**config.mk**
```make
export PLATFORM = sky130hd
export DESIGN_NAME = fifo_read_adapter
export DESIGN_NICKNAME = d
export VERILOG_FILES = /design/src/rtl/fifo_read_adapter.sv
export SDC_FILE = /design/constraint.sdc
export NUM_CORES = 1
export LEC_CHECK = 0
export BUFFER_PORTS_ARGS = -buffer_cell sky130_fd_sc_hd__buf_2
export CAP_MARGIN = 5
export CELL_PAD_IN_SITES_DETAIL_PLACEMENT = 0
export CELL_PAD_IN_SITES_GLOBAL_PLACEMENT = 1
export CORE_MARGIN = 8
export CORE_UTILIZATION = 52
export DETAILED_ROUTE_END_ITERATION = 10
export PLACE_DENSITY = 0.87
export RECOVER_POWER = 50
export SYNTH_ARGS = -nofsm -noshare
export SYNTH_HDL_FRONTEND = slang
export SYNTH_SLANG_ARGS = --single-unit
```
**constraint.sdc**
```tcl
create_clock -name clk -period 2.9 [get_ports clk]
set_input_delay 0.145 -clock clk [delete_from_list [all_inputs] [get_ports clk]]
set_output_delay 0.145 -clock clk [all_outputs]
set_load 0.005 [all_outputs]
```
**src/rtl/fifo_read_adapter.sv**
```systemverilog
// Drains a synchronous FIFO read port into a valid/ready stream through a skid
// buffer sized to absorb the FIFO's one-cycle read latency; counts underflow responses.
module fifo_read_adapter #(
   parameter int unsigned FIFO_WIDTH = 16,
   parameter int unsigned SKID_DEPTH = 4
) (
   input  logic                  clk,
   input  logic                  rst_n,
   input  logic                  enable,
   input  logic [FIFO_WIDTH-1:0] fifo_data_out,
   input  logic                  fifo_empty,
   input  logic                  fifo_underflow,
   output logic                  fifo_rd_en,
   output logic [FIFO_WIDTH-1:0] m_data,
   output logic                  m_valid,
   input  logic                  m_ready,
   output logic [7:0]            underflow_cnt,
   output logic                  busy
);

   localparam int unsigned PTR_W = (SKID_DEPTH > 1) ? $clog2(SKID_DEPTH) : 1;
   localparam int unsigned CNT_W = $clog2(SKID_DEPTH + 1);
   localparam int unsigned OCC_W = CNT_W + 1;
   localparam logic [PTR_W-1:0] LAST_PTR  = PTR_W'(SKID_DEPTH - 1);
   localparam logic [CNT_W-1:0] DEPTH_CNT = CNT_W'(SKID_DEPTH);
   localparam logic [OCC_W-1:0] DEPTH_OCC = OCC_W'(SKID_DEPTH);

   logic [FIFO_WIDTH-1:0] skid_q [SKID_DEPTH];
   logic [PTR_W-1:0]      wr_ptr;
   logic [PTR_W-1:0]      rd_ptr;
   logic [CNT_W-1:0]      count;
   logic                  inflight;
   logic                  push;
   logic                  pop;
   logic [OCC_W-1:0]      occupancy;

   function automatic logic [PTR_W-1:0] ptr_inc(input logic [PTR_W-1:0] p);
      return (p == LAST_PTR) ? '0 : p + PTR_W'(1);
   endfunction

   // Credit counts the in-flight read so a response always finds a free slot.
   assign occupancy  = OCC_W'(count) + OCC_W'(inflight);
   assign fifo_rd_en = rst_n && enable && !fifo_empty && (occupancy < DEPTH_OCC);

   assign push    = inflight && !fifo_underflow;
   assign m_valid = (count != '0);
   assign pop     = m_valid && m_ready;
   assign m_data  = skid_q[rd_ptr];
   assign busy    = m_valid || inflight;

   // Skid buffer storage, pointers, occupancy and the read-in-flight flag.
   always_ff @(posedge clk or negedge rst_n) begin
      if (!rst_n) begin
         for (int i = 0; i < int'(SKID_DEPTH); i++) begin
            skid_q[i] <= '0;
         end
         wr_ptr   <= '0;
         rd_ptr   <= '0;
         count    <= '0;
         inflight <= 1'b0;
      end else begin
         inflight <= fifo_rd_en;
         if (push) begin
            skid_q[wr_ptr] <= fifo_data_out;
            wr_ptr         <= ptr_inc(wr_ptr);
         end
         if (pop) begin
            rd_ptr <= ptr_inc(rd_ptr);
         end
         case ({push, pop})
            2'b10:   count <= count + CNT_W'(1);
            2'b01:   count <= count - CNT_W'(1);
            default: count <= count;
         endcase
      end
   end

   // Debug counter of rejected reads; saturates rather than wrapping.
   always_ff @(posedge clk or negedge rst_n) begin
      if (!rst_n) begin
         underflow_cnt <= '0;
      end else if (inflight && fifo_underflow && (underflow_cnt != 8'hFF)) begin
         underflow_cnt <= underflow_cnt + 8'd1;
      end
   end

   a_no_overflow: assert property (@(posedge clk) disable iff (!rst_n)
      !(push && !pop && (count == DEPTH_CNT)))
      else $error("skid buffer overflow");

endmodule

```
==> flow_summary.toml <==
[timing]
worst_pin_slew_ns = 1.21
finalSetupViolCount = 0
hold_violations = 0
clock_skew_ns = 0.00962
rsz0062_at_grt = "false"
fin_tns_setup_ns = 0
slew_violations = 0
max_freq_mhz = 446
min_period_ns = 2.24
period_share_pct = 77.4
fin_hold_ws_ns = 0.0395
slew_headroom_pct = 19.5

[synth]
ys_seq_elements = 80
synth_edf_count = 0
synth_area_leaders = "dfrtp_1 (52%), mux2_4 (16%), mux4_2 (9.3%)"
synth_top_area_share_pct = 51.8
synthTopCellsByCount = "dfrtp_1 (80), mux2_4 (40), mux2_2 (29)"
ys_seq_area_share_pct = 51.8
synth_async_sr_flop_share_pct = 100
synth-main-ff-cell = "dfrtp_1"
syn_avg_cell_area_um2 = 16.3
syn_area_um2 = 3860
synth_most_common_cell = "dfrtp_1"
synth_largest_area_cell = "dfrtp_1"
synth_cell_types = 36
synth_nets = 267
synthCells = 237
ys_warn_count = 0

[min_path]
hold_path.class = "input pin to register"
worstHoldStart = "enable"

[final_layout]
diodes = 0
layout.cells.non_filler = 394
fillers = 611
fin_util_pct = 60.3
syn2layout_area_growth_pct = 12.6
final_layout_size_suffix_gt1_share_pct = 50.2
final_nets = 321

[grt]
grt_pass1_vias = 2306
antenna_found_initial = 0
overflow = 0
grtUsageTotal_pct = 15.5
grt_use_met3_pct = 3.88
grt_use_met1_pct = 20.5
grt_pass1_wl_mm = 12.2
grt-busiest-layer = "met2"
grt_max_degree = 51
use_met2_pct = 23.7

[run]
maxCapViolCount = 0

[placement]
port_buffers = 48
place_hpwl_mm = 4.86
gp_congestion = 0.769
dp_cells = 378

[routing]
vias = 2083
wl_mm = 7.25
ant_nets = 0
wl_per_cell_um = 18.4
drt_iter0_drc = 58
drt-pass1-iter-count = 4
route.detailed.drc = 0
viasPerCell = 5.29

[worst_setup_path]
cp-end-kind = "output port"
cp-start-kind = "register"
crit_type = "register to output port"
cp.required_ns = 2.76
crit_path_start = "rd_ptr[0]"
path_max_fanout = 14
worstPathArrival_ns = 2.10
rr_startpoint = "inflight"

[pwr]
pwr-share-comb_pct = 35.0
clock_power_share_pct = 18.8
power.density_nw_per_um2 = 979
switching_share_pct = 29.9
p_int_mw = 2.99
sequentialPowerShare_pct = 46.2
leakagePower_nw = 2.18
switching_power_mw = 1.27
irDropWorstVdd_uv = 434

[floorplanning]
initial_core_util_pct = 53.5
io_pins = 49
die_h_um = 102
dieArea_um2 = 10400
rows = 31
fp.coreArea_um2 = 7210
die_w_um = 102

[clock_network]
clockBufferDepth = 2
clkSinkCount = 80
cts_resized = 0
cts_tree = "done"
cts_root_buf = "clkbuf_8"
h-tree-depth = 3
cts_buffers = 9
insertion_delay_ns = 0.35
clk_transition_reported_paths_ns = 0.07

[status]
status = "completed"
==> power groups by stage <==
stage	Clock, mW	Combinational (mW)	Sequential, mW
after floorplan	0	1.21	1.79
after global placement	0	1.48	1.96
after detailed placement	0	1.52	1.99
after CTS	0.821	1.53	1.97
after global routing	0.878	1.64	2.04
final	0.799	1.49	1.97
==> cells by family after synthesis <==
family                     after synthesis  synth area share [%]
and+or+nand+nor                         28                  5.05
muxes                                   87                  33.9
AOI/OAI and AO/OA                       11                  2.14
buffers and inverters                   18                  3.21
adders and majority gates                8                  2.79
DFF                                     80                  51.8
xor gates and xnor gates                 5                  1.13
==> path summary, 6_finish.rpt <==
path	to	slack, ns	cells past startpoint
worst min register to register	skid_q[31]	0.50	1
worst max register to register	count[2]	0.77	8
worst max-delay path	m_data[12]	0.66	3
worst min-delay path	inflight	0.04	3
min in group asynchronous	skid_q[21]	0.28	2
max in group asynchronous	skid_q[48]	1.11	3
==> per-stage QoR <==
stage          power, mW  setup WS (ns)  instance area (um2)
2_1_floorplan       3.01           1.07                 3860
3_3_place_gp        3.43          0.811                 4160
3_5_place_dp        3.51          0.750                 4160
4_1_cts             4.32          0.589                 4360
5_1_grt             4.55          0.509                 4350
6_report            4.26          0.656                 4350
==> cell usage in the layout (no fill, tap or decap), types with 2 or more instances in the layout <==
cell type  count
a21oi_1        2
buf_2         40
buf_4          3
clkbuf_1       9
clkbuf_8      10
dfrtp_1       80
ha_1           7
inv_1          9
mux2_2        29
mux2_4        40
mux2i_1        2
mux4_2        16
nand2_1        8
nand2_8        4
nand3_1        3
nor2_1         5
nor3_1         2
o21ai_0        2
xnor2_1        2
xor2_1         3
==> worst max-delay path: stages (launching register included) <==
cell and delay, ns:
dfrtp_1 0.82, buf_4 0.28, mux4_2 0.51, buf_2 0.14
==> metal layers <==
layer  share of wire (%)  up-vias
li1                    -      969
met1                  46     1071
met2                  48       35
met3                 4.2        8
met4                 1.3        0
met5                   0        -
==> what timing repair did <==
item,CTS,global route
buffers inserted,0,0
hold buffers,1,0
hold endpoints to repair,30,0
==> state kept, by name, indices dropped and copies added, names as in the netlist <==
name,count
skid_q,64
underflow_cnt,8
count,3
rd_ptr,2
wr_ptr,2
inflight,1
==> area by class of cell <==
class	count	area, um2	area share (%)
clock inverters	3	42.5	0.978
repair buffers	52	264	6.07
inverters	9	33.8	0.777
clock buffers	12	145	3.34
multi-input cells	139	1740	39.9
flip-flops and latches	80	2000	46.0
well taps	99	124	2.85
Power figures use the tool's default switching activity.
